`src/rtl/inv_round_datapath_if.sv`:
```
// Handshake and data bundle for inv_round_datapath.
// The master side is the upstream/downstream environment, and the slave side is the datapath.
interface inv_round_datapath_if;
    logic         i_valid;
    logic         o_ready;
    logic [0:127] i_data;
    logic [0:127] i_round_key;
    logic         i_last;
    logic         o_valid;
    logic         i_ready;
    logic [0:127] o_data;
    logic         o_busy;

    modport master (
        output i_valid, i_data, i_round_key, i_last, i_ready,
        input  o_ready, o_valid, o_data, o_busy
    );

    modport slave (
        input  i_valid, i_data, i_round_key, i_last, i_ready,
        output o_ready, o_valid, o_data, o_busy
    );
endinterface

```
`src/rtl/inv_round_datapath.sv`:
```
// AES inverse-round datapath: AddRoundKey after InvShiftRows, then InvMixColumns one column per falling edge.
// Define AES_INV_MIX_EN to build the InvMixColumns stage; without it, every state goes straight to DONE.
module inv_round_datapath (
    input  logic                 i_clock,
    input  logic                 i_reset_n,
    inv_round_datapath_if.slave  bus
);

    localparam logic [1:0] IDLE = 2'd0;
`ifdef AES_INV_MIX_EN
    localparam logic [1:0] MIX  = 2'd1;
`endif
    localparam logic [1:0] DONE = 2'd2;

    logic [1:0]   state_q, state_d;
    logic [0:127] data_q, data_d;
    logic         ready_en_q, ready_en_d;
`ifdef AES_INV_MIX_EN
    logic [1:0]   cnt_q, cnt_d;
`endif

    // Output byte (r,c) takes input byte (r,(c-r) mod 4); byte k sits at row k%4, column k/4.
    function automatic logic [0:127] inv_shift_rows(input logic [0:127] s);
        logic [0:127] o;
        o = '0;
        for (int c = 0; c < 4; c++) begin
            for (int r = 0; r < 4; r++) begin
                o[8*(4*c+r) +: 8] = s[8*(4*((c - r + 4) % 4) + r) +: 8];
            end
        end
        return o;
    endfunction

`ifdef AES_INV_MIX_EN
    function automatic logic [7:0] xtime(input logic [7:0] b);
        return {b[6:0], 1'b0} ^ (b[7] ? 8'h1b : 8'h00);
    endfunction

    // Multiplies by a 4-bit constant as a sum of b*1, b*2, b*4, b*8.
    function automatic logic [7:0] gf_mul(input logic [7:0] b, input logic [3:0] k);
        logic [7:0] x2, x4, x8;
        x2 = xtime(b);
        x4 = xtime(x2);
        x8 = xtime(x4);
        return (k[0] ? b : 8'h00) ^ (k[1] ? x2 : 8'h00) ^
               (k[2] ? x4 : 8'h00) ^ (k[3] ? x8 : 8'h00);
    endfunction

    function automatic logic [0:31] inv_mix_col(input logic [0:31] col);
        logic [7:0] a0, a1, a2, a3;
        logic [0:31] o;
        a0 = col[0:7];
        a1 = col[8:15];
        a2 = col[16:23];
        a3 = col[24:31];
        o[0:7]   = gf_mul(a0, 4'he) ^ gf_mul(a1, 4'hb) ^ gf_mul(a2, 4'hd) ^ gf_mul(a3, 4'h9);
        o[8:15]  = gf_mul(a0, 4'h9) ^ gf_mul(a1, 4'he) ^ gf_mul(a2, 4'hb) ^ gf_mul(a3, 4'hd);
        o[16:23] = gf_mul(a0, 4'hd) ^ gf_mul(a1, 4'h9) ^ gf_mul(a2, 4'he) ^ gf_mul(a3, 4'hb);
        o[24:31] = gf_mul(a0, 4'hb) ^ gf_mul(a1, 4'hd) ^ gf_mul(a2, 4'h9) ^ gf_mul(a3, 4'he);
        return o;
    endfunction
`endif

    // ready_en holds o_ready low from reset assertion until the first falling edge after release.
    always_comb begin
        state_d    = state_q;
        data_d     = data_q;
        ready_en_d = 1'b1;
`ifdef AES_INV_MIX_EN
        cnt_d      = cnt_q;
`endif
        case (state_q)
            IDLE: begin
                if (bus.i_valid && ready_en_q) begin
                    data_d = inv_shift_rows(bus.i_data) ^ bus.i_round_key;
`ifdef AES_INV_MIX_EN
                    cnt_d   = 2'd0;
                    state_d = bus.i_last ? DONE : MIX;
`else
                    state_d = DONE;
`endif
                end
            end
`ifdef AES_INV_MIX_EN
            MIX: begin
                data_d[32*cnt_q +: 32] = inv_mix_col(data_q[32*cnt_q +: 32]);
                cnt_d = cnt_q + 2'd1;
                if (cnt_q == 2'd3) begin
                    state_d = DONE;
                end
            end
`endif
            DONE: begin
                if (bus.i_ready) begin
                    state_d = IDLE;
                end
            end
            default: state_d = IDLE;
        endcase
    end

    always_ff @(negedge i_clock or negedge i_reset_n) begin
        if (!i_reset_n) begin
            state_q    <= IDLE;
            data_q     <= '0;
            ready_en_q <= 1'b0;
`ifdef AES_INV_MIX_EN
            cnt_q      <= 2'd0;
`endif
        end else begin
            state_q    <= state_d;
            data_q     <= data_d;
            ready_en_q <= ready_en_d;
`ifdef AES_INV_MIX_EN
            cnt_q      <= cnt_d;
`endif
        end
    end

    assign bus.o_ready = ready_en_q && (state_q == IDLE);
    assign bus.o_valid = (state_q == DONE);
    assign bus.o_busy  = (state_q != IDLE);
    assign bus.o_data  = data_q;

endmodule

```
`src/flat_wrapper.sv`:
```
// flat-port wrapper written by rule: the top's interface ports become plain ports
module inv_round_datapath_flat 
  (i_clock, i_reset_n, bus_i_valid, bus_i_data, bus_i_round_key, bus_i_last, bus_i_ready, bus_o_ready, bus_o_valid, bus_o_data, bus_o_busy);
  inv_round_datapath_if bus_i ();
  input  logic i_clock;
  input  logic i_reset_n;
  input wire logic [$bits(bus_i.i_valid)-1:0] bus_i_valid;
  input wire logic [$bits(bus_i.i_data)-1:0] bus_i_data;
  input wire logic [$bits(bus_i.i_round_key)-1:0] bus_i_round_key;
  input wire logic [$bits(bus_i.i_last)-1:0] bus_i_last;
  input wire logic [$bits(bus_i.i_ready)-1:0] bus_i_ready;
  output wire logic [$bits(bus_i.o_ready)-1:0] bus_o_ready;
  output wire logic [$bits(bus_i.o_valid)-1:0] bus_o_valid;
  output wire logic [$bits(bus_i.o_data)-1:0] bus_o_data;
  output wire logic [$bits(bus_i.o_busy)-1:0] bus_o_busy;
  assign bus_i.i_valid = bus_i_valid;
  assign bus_i.i_data = bus_i_data;
  assign bus_i.i_round_key = bus_i_round_key;
  assign bus_i.i_last = bus_i_last;
  assign bus_i.i_ready = bus_i_ready;
  assign bus_o_ready = bus_i.o_ready;
  assign bus_o_valid = bus_i.o_valid;
  assign bus_o_data = bus_i.o_data;
  assign bus_o_busy = bus_i.o_busy;
  inv_round_datapath u_core (.i_clock(i_clock), .i_reset_n(i_reset_n), .bus(bus_i));
endmodule
```
`config.mk`:
```
export PLATFORM = sky130hd
export DESIGN_NAME = inv_round_datapath_flat
export DESIGN_NICKNAME = d
export VERILOG_FILES = /design/src/rtl/inv_round_datapath_if.sv /design/src/rtl/inv_round_datapath.sv /design/src/flat_wrapper.sv
export SDC_FILE = /design/constraint.sdc
export NUM_CORES = 1
export LEC_CHECK = 0
export CAP_MARGIN = 10
export CORE_AREA = 2 2 154 156
export CTS_CLUSTER_DIAMETER = 150
export CTS_CLUSTER_SIZE = 12
export DETAILED_ROUTE_END_ITERATION = 7
export DIE_AREA = 0 0 156 158
export MAX_ROUTING_LAYER = met4
export PLACE_DENSITY = 0.69
export SYNTH_ARGS = -nofsm -noshare
export SYNTH_HDL_FRONTEND = slang
export SYNTH_SLANG_ARGS = --single-unit
```
`constraint.sdc`:
```
create_clock -name i_clock -period 4.15 [get_ports i_clock]
set_input_delay 0.83 -clock i_clock [delete_from_list [all_inputs] [get_ports i_clock]]
set_output_delay 0.83 -clock i_clock [all_outputs]
set_load 0.01 [all_outputs]
```
==> results of run 1 <==
-- layout make-up --
class                           count  area (µm²)
Timing Repair Buffer              422        4110
Sequential cell                   130        3250
Clock inverter                     13         163
Inverter                            1        3.75
Multi-Input combinational cell    260        3000
Fill cell                        2120       11700
Tap cell                          290         363
Clock buffer                       18         429
-- cell families (layout without fill, tap and decap cells) --
logic type / count (synthesis) / in the layout / synth area share (%)
flip-flops: 130 / 130 / 49.9
XOR/XNOR: 128 / 128 / 17.2
multiplexers: 128 / 128 / 28.4
buffers and inverters: 16 / 454 / 4.07
AND/OR/NAND/NOR: 2 / 2 / 0.288
other: 1 / 1 / 0.0575
AO/OA/AOI/OAI: 1 / 1 / 0.115
-- power groups by stage --
stage | sequential (mW) | combinational, mW | clock, mW
global route | 1.86 | 1.76 | 1.61
global placement | 1.83 | 1.91 | 0
detailed placement | 1.84 | 1.92 | 0
finish | 1.81 | 1.65 | 1.51
floorplan | 1.99 | 0.622 | 0
CTS | 1.82 | 1.69 | 1.55
-- stage by stage --
step                hold slack [ps]  total power, mW  utilization, %  area, µm²
floorplan                       511             2.61               -       6520
global placement                450             3.74            47.3      10900
detailed placement              451             3.76            47.3      10900
CTS                             451             5.05            49.2      11300
global route                    460             5.22            49.1      11300
finish                          445             4.98            49.1      11300
-- registers in the layout, summed over array words and instances (netlist names) --
| signal | count |
|---|---|
| u_core.bus.o_data | 128 |
| u_core.ready_en_q | 1 |
| u_core.state_q | 1 |
-- worst max-delay path, cell delays in order --
cell and delay, ps:
clkdlybuf4s50_1 460, and3b_4 240, buf_12 170, buf_4 170, mux2_2 330
-- timing repair --
item	in CTS	in global routing
setup buffers	1	0
gates resized for setup	133	2
pin swaps	0	0
hold endpoints to repair	0	0
setup endpoints to repair	131	2
hold buffers	0	0
-- placed cells by master, fill, tap and decap left out, types with 11 or more instances in the layout --
master / instances
buf_12: 11
mux2_2: 19
xor2_1: 128
clkbuf_16: 17
dlygate4sd2_1: 129
dfrtn_1: 130
mux2_4: 109
clkdlybuf4s50_1: 258
buf_4: 21
-- per-layer routing --
metal | up-vias | GRT usage (%)
met5 | - | -
met4 | 0 | 5.24
met3 | 17 | 3.94
met2 | 219 | 24.4
met1 | 2172 | 15.8
li1 | 2217 | -
-- worst max path at each step --
stage / start / to / slack [ps] / depth (start not counted)
global route: bus_i_valid / u_core.bus.o_data[125] / 50 / 5
global placement: bus_i_valid / u_core.bus.o_data[125] / -300 / 5
finish: bus_i_valid / u_core.bus.o_data[125] / 90 / 5
CTS: u_core.state_q[1] / bus_o_ready / -10 / 3
detailed placement: bus_i_valid / u_core.bus.o_data[125] / -320 / 5
floorplan: bus_i_valid / u_core.bus.o_data[100] / 260 / 4
==> summary.md, run 1 <==
| Metric | Value |
|---|---|
| Worst hold start | u_core.bus.o_data[126] |
| Seq pwr share | ~36% |
| DP HPWL | 14,200 µm |
| Post-synthesis cell count | 406 |
| Worst-case clock buffer depth | 2 |
| Buffers added on ports | 390 |
| Required @ worst endpoint | approximately 2300 ps |
| Static Leak | roughly 5.2 nW |
| First-pass GRT wire length | roughly 26,000 µm |
| Sum Neg Setup Slack | 0 ps |
| Worst-path clk slew | about 40 ps |
| Sink Count | 130 |
| Number of enable flip-flop cells after synthesis | 0 |
| Yosys top cell area share | 49.9% |
| Total GRT Usage | approximately 14% |
| Cts bufs inserted | 17 |
| Top_reg_cell synth | dfrtn_1 |
| CTS tree | built |
| Routed Antenna Nets | 0 |
| Avg Inst Size Synth | ~16 µm² |
| Root buf cell | clkbuf_16 |
| Type of destination of the critical path | flip-flop |
| Cells after DPL | roughly 1,100 |
| Non-Filler Instances | between 1,000 and 1,500 |
| Vias per inst | 4.08 |
| DR WL met3 | roughly 1400 µm |
| I/O pins | 392 |
| DR iter-0 viols | 85 |
| Number of global-route vias before repair | around 4,800 |
| P_int | between 3 and 4 mW |
| Status | finished, final reports clean |
| Reg2Reg Capture Point | u_core.bus.o_data[125] |
| DR WL met2 | about 9000 µm |
| Final hold violations | 0 |
| Final worst setup slack | between 80 and 90 ps |
| Std cell rows | between 50 and 60 |
| Worst ir drop on vdd | roughly 0.23 mV |
| Top sig layer | met4 |
| Sw frac | between 20% and 30% |
| Hold Path Cell Cnt | 1 |
| Synth Register Bits | 130 |
| Antenna violations before repair | 0 |
| Switch Pwr | 1.36 mW |
| GRT overflow | 0 |
| Max_cap viols | 0 |
| Drt drc | 0 |
| Syn Nets | about 670 |
| Clock Latency Late Sink | between 300 and 400 ps |
| Crit path kind | input port to flip-flop |
| Share of layout cells above drive strength 1 | between 20% and 30% |
| Post-Route Skew | 13.3 ps |
| Final Max Slew Viols | 0 |
| Per-cell routed wire length | around 15 µm |
| Synth area leaders | dfrtn_1 50%, mux2_4 25%, xor2_1 17%, buf_12 3.4%, mux2_2 3.3% |
| Max FO, Critical Path | 16 |
| Vias post-DR | approximately 4,600 |
| Core footprint | between 20,000 and 25,000 µm² |
| DRT Wirelength | 17,500 µm |
| Ant diodes | 0 |
| Power per Cell Area | roughly 440 nW/µm² |
| H-tree lvl count | 4 |
| Commonest cells in the netlist | 130 x dfrtn_1, 128 x xor2_1, 109 x mux2_4, 19 x mux2_2, 11 x buf_12 |
| RSZ-0062 raised after global routing | no |
| Largest net degree at the start of global routing | 43 |
| Sequential fraction of the synthesis area | between 40% and 50% |
| Die area | 24,600 µm² |
| Hold Crit Class | flip-flop to flip-flop |
| Setup WS pre-CTS | -319 ps |
| Die X | ~160 µm |
| Fraction of registers with async set/reset | between 90% and 100% |
| Hold Crit Endpoint | u_core.bus.o_data[126] |
| Synth area leader | dfrtn_1 |
| FF-to-FF setup slack | around 2500 ps |
| Reg-to-Reg Start | u_core.state_q[1] |
| Synth cell types | 13 |
| Wl on met1 | just under 7000 µm |
| Critical Path Source Type | input port |
| Gpl congestion | 0.741 |
| Arrival @ worst endpoint | approximately 2200 ps |
| Number of endpoints failing setup at the final stage | 0 |
| Synthesis-to-layout area growth | 73.7% |
| Yosys warnings | 0 |
| Die Y | around 160 µm |
| Total iterations of the first detailed-routing run | 4 |
| R2R depth | 5 |
| Count leader, synth | dfrtn_1 |
| Clock share of power | 30.3% |
| Nets | approximately 1,100 |
| Gate power share | approximately a third |
| Synth Cell Area | 6520 µm² |
| Starting Density | ~28% |
(Power assumes the default switching activity.)
==> run 2, diff against run 1 <==
HOLD_SLACK_MARGIN = 0.08   (was not set)
SKIP_CTS_REPAIR_TIMING = 1   (was not set)
==> run 2 against run 1 <==
Register-to-register slack gained 90 ps. Via count shrank 0.30%. Clock skew is essentially flat. Routed wire length grew 1.3%. Sequential cell count is the same. First-iteration DRC count grew 3.5%. Clock power is essentially flat. Design area grew 4.3%. Largest power group unchanged.
==> summary.md, run 2 (synthesis gave the netlist of run 1 again) <==
| Metric | Value |
|---|---|
| Post-Route Skew | 13.2 ps (-0.113 ps) |
| Synthesis-to-layout area growth | 81.2% |
| CTS tree | built |
| Status | finished, final reports clean |
| Drt drc | 0 (unchanged) |
| Max reg flops | 128 (unchanged) |
| Max stage delay cell, worst path | clkdlybuf4s50_1 |
| Sum Neg Setup Slack | 0 ps (unchanged) |
| Power per Cell Area | 434 nW/µm² (-1.2%) |
| WHS | 445 ps (-0.0830 ps) |
| Largest net degree at the start of global routing | 43 (unchanged) |
| Number of global-route vias before repair | 4,773 (+0.19%) |
| CP peak stage delay | 460 ps (about the same) |
| RSZ-0062 raised after global routing | no |
| Gate power share | 35.2% (+2.0 points) |
| DR iter-0 viols | 88 (+3.5%) |
| Final Max Slew Viols | 0 (unchanged) |
| Critical-path cell list | clkdlybuf4s50_1 > and3b_4 > buf_12 > buf_4 > mux2_2 |
| Antenna violations before repair | 0 (unchanged) |
| Most common cell after layout, fill and taps aside | clkdlybuf4s50_1 |
| Std cell rows | 56 (unchanged) |
| Clock Latency Late Sink | 390 ps (about the same) |
| Hold Crit Class | flip-flop to flip-flop |
| Critical Path Source Type | input port |
| Final hold violations | 0 (unchanged) |
| Die area | 24,600 µm² (unchanged) |
| Worst-path clk slew | 40 ps (about the same) |
| Share of layout cells above drive strength 1 | 22.7% (-0.33 points) |
| DRT Wirelength | 17,700 µm (+1.3%) |
| Number of endpoints failing setup at the final stage | 0 (unchanged) |
| Worst-case clock buffer depth | 2 (unchanged) |
| Total GRT Usage | 14.2% (-0.018 points) |
| Type of destination of the critical path | flip-flop |
| R2R depth | 4 (-1) |
| Cts bufs inserted | 17 (unchanged) |
| Seq pwr share | 35.4% (-1.0 points) |
| Core footprint | 23,100 µm² (unchanged) |
| Clock share of power | 29.4% (-0.9 points) |
| P_int | 3.77 mW (+4.2%) |
| Final Util | 51.3% (+2.1 points) |
| Commonest cells after routing, fill and taps aside | 258 x clkdlybuf4s50_1, 131 x dlymetal6s2s_1, 130 x dfrtn_1 |
| I/O pins | 392 (unchanged) |
| Switch Pwr | 1.36 mW (+0.23%) |
| Sink Count | 130 (unchanged) |
| Sw frac | 26.5% (-0.77 points) |
| Vias per inst | 4.07 (-0.21%) |
| Arrival @ worst endpoint | 2220 ps (about the same) |
| Worst ir drop on vdd | 0.236 mV (+1.4%) |
| Cells after DPL | 1,102 (unchanged) |
| GRT overflow | 0 (unchanged) |
| Root buf cell | clkbuf_16 |
| First-pass GRT wire length | 25,600 µm (about the same) |
| Static Leak | 6.23 nW (+20%) |
| Per-cell routed wire length | 15.7 µm (+1.4%) |
| Nets | 1,092 (-0.091%) |
| Required @ worst endpoint | 2310 ps (about the same) |
| Total iterations of the first detailed-routing run | 4 (unchanged) |
| Routed Antenna Nets | 0 (unchanged) |
| Gpl congestion | 0.741 (unchanged) |
| Max_cap viols | 0 (unchanged) |
| Starting Density | 28.3% (unchanged) |
| Hold Path Cell Cnt | 1 (unchanged) |
| H-tree lvl count | 4 (unchanged) |
| Buffers added on ports | 390 (unchanged) |
| DP HPWL | 14,200 µm (unchanged) |
| Vias post-DR | 4,611 (-0.30%) |
| Crit path kind | input port to flip-flop |
| Ant diodes | 0 (unchanged) |
| Die X | 156 µm (unchanged) |
| Non-Filler Instances | 1,133 (-0.088%) |
| Die Y | 158 µm (unchanged) |
| Max FO, Critical Path | 16 (unchanged) |
==> run 2: cell count changes in the layout (fill, tap and decap cells not counted), sizes merged <==
cell | before | now
dlygate4sd2 | 129 | 0
buf | 33 | 32
dlymetal6s2s | 0 | 131
clkbuf | 20 | 18
==> run 2: routing by layer <==
metal,part of all wire (%),wire length (µm),track usage [%],vias to the layer above
met5,0,0,-,-
met1,39,6890,15.7,2175
met2,52,9190,24.5,215
li1,-,-,-,2208
met4,1.5,262,5.24,0
met3,7.9,1400,3.91,13
==> run 2: worst paths after layout <==
path,to,slack [ps],startpoint
max,u_core.bus.o_data[125],90,bus_i_valid
max in group asynchronous,u_core.bus.o_data[117],1250,i_reset_n
min in group asynchronous,u_core.bus.o_data[66],2310,i_reset_n
max reg2reg,u_core.bus.o_data[125],2570,u_core.state_q[1]
min,u_core.bus.o_data[126],450,u_core.bus.o_data[126]
min reg2reg,u_core.bus.o_data[126],450,u_core.bus.o_data[126]
==> run 2: power by group through the flow <==
stage	clock network (mW)	logic (mW)	registers (mW)
6_report	1.51	1.81	1.81
5_1_grt	1.61	1.91	1.86
4_1_cts	1.55	1.92	1.83
3_5_place_dp	0	1.92	1.84
3_3_place_gp	0	1.91	1.83
2_1_floorplan	0	0.622	1.99
==> run 2: area by class of cell <==
cell class / count / area, µm²
tap: 290 / 363
clock buffer: 18 / 429
inverter: 1 / 3.75
fill: 2002 / 11200
clock inverter: 13 / 163
timing repair buffer: 421 / 4600
sequential: 130 / 3250
multi-input combinational: 260 / 3000
==> run 2: critical path, delay by kind of cell <==
kind	cells	cell delay, ps
buffers and inverters	3	810
muxes	1	330
and+or+nand+nor	1	240
==> run 2: through the flow <==
step / total power, mW / area (µm²) / setup slack [ps]
6_report: 5.13 / 11800 / 86.0
5_1_grt: 5.38 / 11800 / 48.7
4_1_cts: 5.31 / 11500 / -245
3_5_place_dp: 3.76 / 10900 / -319
3_3_place_gp: 3.74 / 10900 / -304
2_1_floorplan: 2.61 / 6520 / 258
==> run 3, diff against run 2 <==
REMOVE_ABC_BUFFERS = 1   (was not set)
SETUP_SLACK_MARGIN = 0.05   (was not set)
==> run 3 against run 2 <==
Clock power up 3%. Cell count up 0.53%. Register-to-register slack worse by 90 ps. Via count about the same. Worst hold slack about the same. Count of clock-buffer cells in the layout up 1. Largest cell class unchanged. Highest routed layer unchanged.
==> summary.md, run 3 (synthesis gave the netlist of run 1 again) <==
| Metric | Value |
|---|---|
| Status | finished, final reports clean |
| Total iterations of the first detailed-routing run | 6 (+2) |
| Number of endpoints failing setup at the final stage | 0 (unchanged) |
| Post-DP Area | 10,900 µm² (+0.23%) |
| Root buf cell | clkbuf_16 |
| Arrival @ worst endpoint | 3210 ps (+990 ps) |
| Max_cap viols | 0 (unchanged) |
| Final Power | 5.18 mW (+1.0%) |
| Nets | 1,098 (+0.55%) |
| Starting Density | 28.3% (unchanged) |
| Hold Crit Class | flip-flop to flip-flop |
| Critical-path cell list | buf_4 > nor2b_4 > buf_6 |
| Vias per inst | 4.05 (-0.48%) |
| Worst-case clock buffer depth | 2 (unchanged) |
| Commonest cells after routing, fill and taps aside | 258 x clkdlybuf4s50_1, 130 x dlymetal6s2s_1, 130 x dfrtn_1 |
| DRT Wirelength | 17,700 µm (-0.37%) |
| Final hold violations | 0 (unchanged) |
| Max FO, Critical Path | 3 (-13) |
| Total GRT Usage | 14.2% (about the same) |
| Std cell rows | 56 (unchanged) |
| Number of filler cells placed in the layout | 1,999 (-0.15%) |
| Critical Path Source Type | flip-flop |
| Sink Count | 130 (unchanged) |
| Post-Route Skew | 6.83 ps (-6.37 ps) |
| Most common cell after layout, fill and taps aside | clkdlybuf4s50_1 |
| Number of global-route vias before repair | 4,852 (+1.7%) |
| Buffers added on ports | 390 (unchanged) |
| Vias post-DR | 4,613 (+0.043%) |
| Cts bufs inserted | 17 (unchanged) |
| GRT overflow | 0 (unchanged) |
| Crit path kind | flip-flop to output pin |
| Worst-path clk slew | 40 ps (about the same) |
| Largest net degree at the start of global routing | 44 (+2.3%) |
| Antenna violations before repair | 0 (unchanged) |
| Final Max Slew Viols | 0 (unchanged) |
| Worst ir drop on vdd | 0.198 mV (-16%) |
| Static Leak | 6.25 nW (+0.43%) |
| CP peak stage delay | 370 ps (-90 ps) |
| Share of layout cells above drive strength 1 | 23.3% (+0.66 points) |
| Cells after DPL | 1,107 (+0.45%) |
| Required @ worst endpoint | 3320 ps (+1010 ps) |
| Gpl congestion | 0.756 (+2.0%) |
| Final Cell Area | 11,900 µm² (+0.52%) |
| Die X | 156 µm (unchanged) |
| Clock Latency Late Sink | 390 ps (about the same) |
| Area of the multi-input gates | 3010 µm² (+0.25%) |
| Per-cell routed wire length | 15.5 µm (-0.89%) |
| DR iter-0 viols | 134 (+52%) |
| I/O pins | 392 (unchanged) |
| Non-Filler Instances | 1,139 (+0.53%) |
| Register area | 3250 µm² (unchanged) |
| Synthesis-to-layout area growth | 82.2% |
| Ant diodes | 0 (unchanged) |
| H-tree lvl count | 4 (unchanged) |
| First-pass GRT wire length | 25,800 µm (+0.89%) |
| Type of destination of the critical path | output pin |
| DP HPWL | 14,100 µm (-0.71%) |
| Die Y | 158 µm (unchanged) |
| Drt drc | 0 (unchanged) |
| CTS tree | built |
| RSZ-0062 raised after global routing | no |
| Routed Antenna Nets | 0 (unchanged) |
| Max stage delay cell, worst path | dfrtn_1 |
| Core footprint | 23,100 µm² (unchanged) |
| Die area | 24,600 µm² (unchanged) |
| WHS | 445 ps (-0.349 ps) |
| Max reg flops | 128 (unchanged) |
| Power per Cell Area | 436 nW/µm² (+0.49%) |
[run 3: cell count changes in the layout (fill, tap and decap cells not counted), sizes merged]
cell | before | now
clkinvlp | 3 | 4
inv | 2 | 4
clkbuf | 18 | 19
buf | 32 | 39
dlymetal6s2s | 131 | 130
clkinv | 6 | 1
bufinv | 3 | 4
[run 3: final timing paths]
| kind | from | to | slack [ps] | depth (start not counted) |
|---|---|---|---|---|
| max reg2reg | u_core.state_q[1] | u_core.bus.o_data[1] | 2480 | 5 |
| min in group asynchronous | i_reset_n | u_core.bus.o_data[5] | 2330 | 1 |
| max in group asynchronous | i_reset_n | u_core.bus.o_data[20] | 1270 | 2 |
| min reg2reg | u_core.bus.o_data[123] | u_core.bus.o_data[123] | 440 | 1 |
| max | u_core.state_q[1] | bus_o_ready | 110 | 3 |
| min | u_core.bus.o_data[123] | u_core.bus.o_data[123] | 440 | 1 |
[run 3: critical path: cells and delay by family (launching register included)]
family                 cells  cell delay (ps)
DFF                        1              370
buffers and inverters      2              270
and+or+nand+nor            1              110
[run 3: layout make-up]
| cell class | count | area share [%] |
|---|---|---|
| clock buffers | 19 | 3.64 |
| repair buffers | 427 | 39.0 |
| flip-flops and latches | 130 | 27.4 |
| well taps | 290 | 3.05 |
| clock inverters | 12 | 1.53 |
| multi-input cells | 260 | 25.3 |
| inverters | 1 | 0.0316 |
[run 3: per-stage QoR]
step           TNS [ps]  worst slack (ps)  utilization [%]
2_1_floorplan   -117800              -993                -
5_1_grt               0              66.1             51.5
6_report              0               108             51.5
4_1_cts          -16770              -325             50.0
3_5_place_dp     -33780              -294             47.4
3_3_place_gp     -30180              -265             47.4
[run 3: metal layers]
layer / part of all wire (%) / GRT usage [%] / vias up
li1: - / - / 2219
met3: 8.8 / 4.43 / 12
met2: 51 / 24.3 / 233
met5: 0 / - / -
met4: 0.89 / 3.67 / 0
met1: 39 / 16.1 / 2149
[run 3: where the power goes]
part / total [mW] / switching (mW) / internal (mW)
logic: 1.82 / 0.619 / 1.20
clock network: 1.56 / 0.554 / 1.01
registers: 1.81 / 0.170 / 1.64
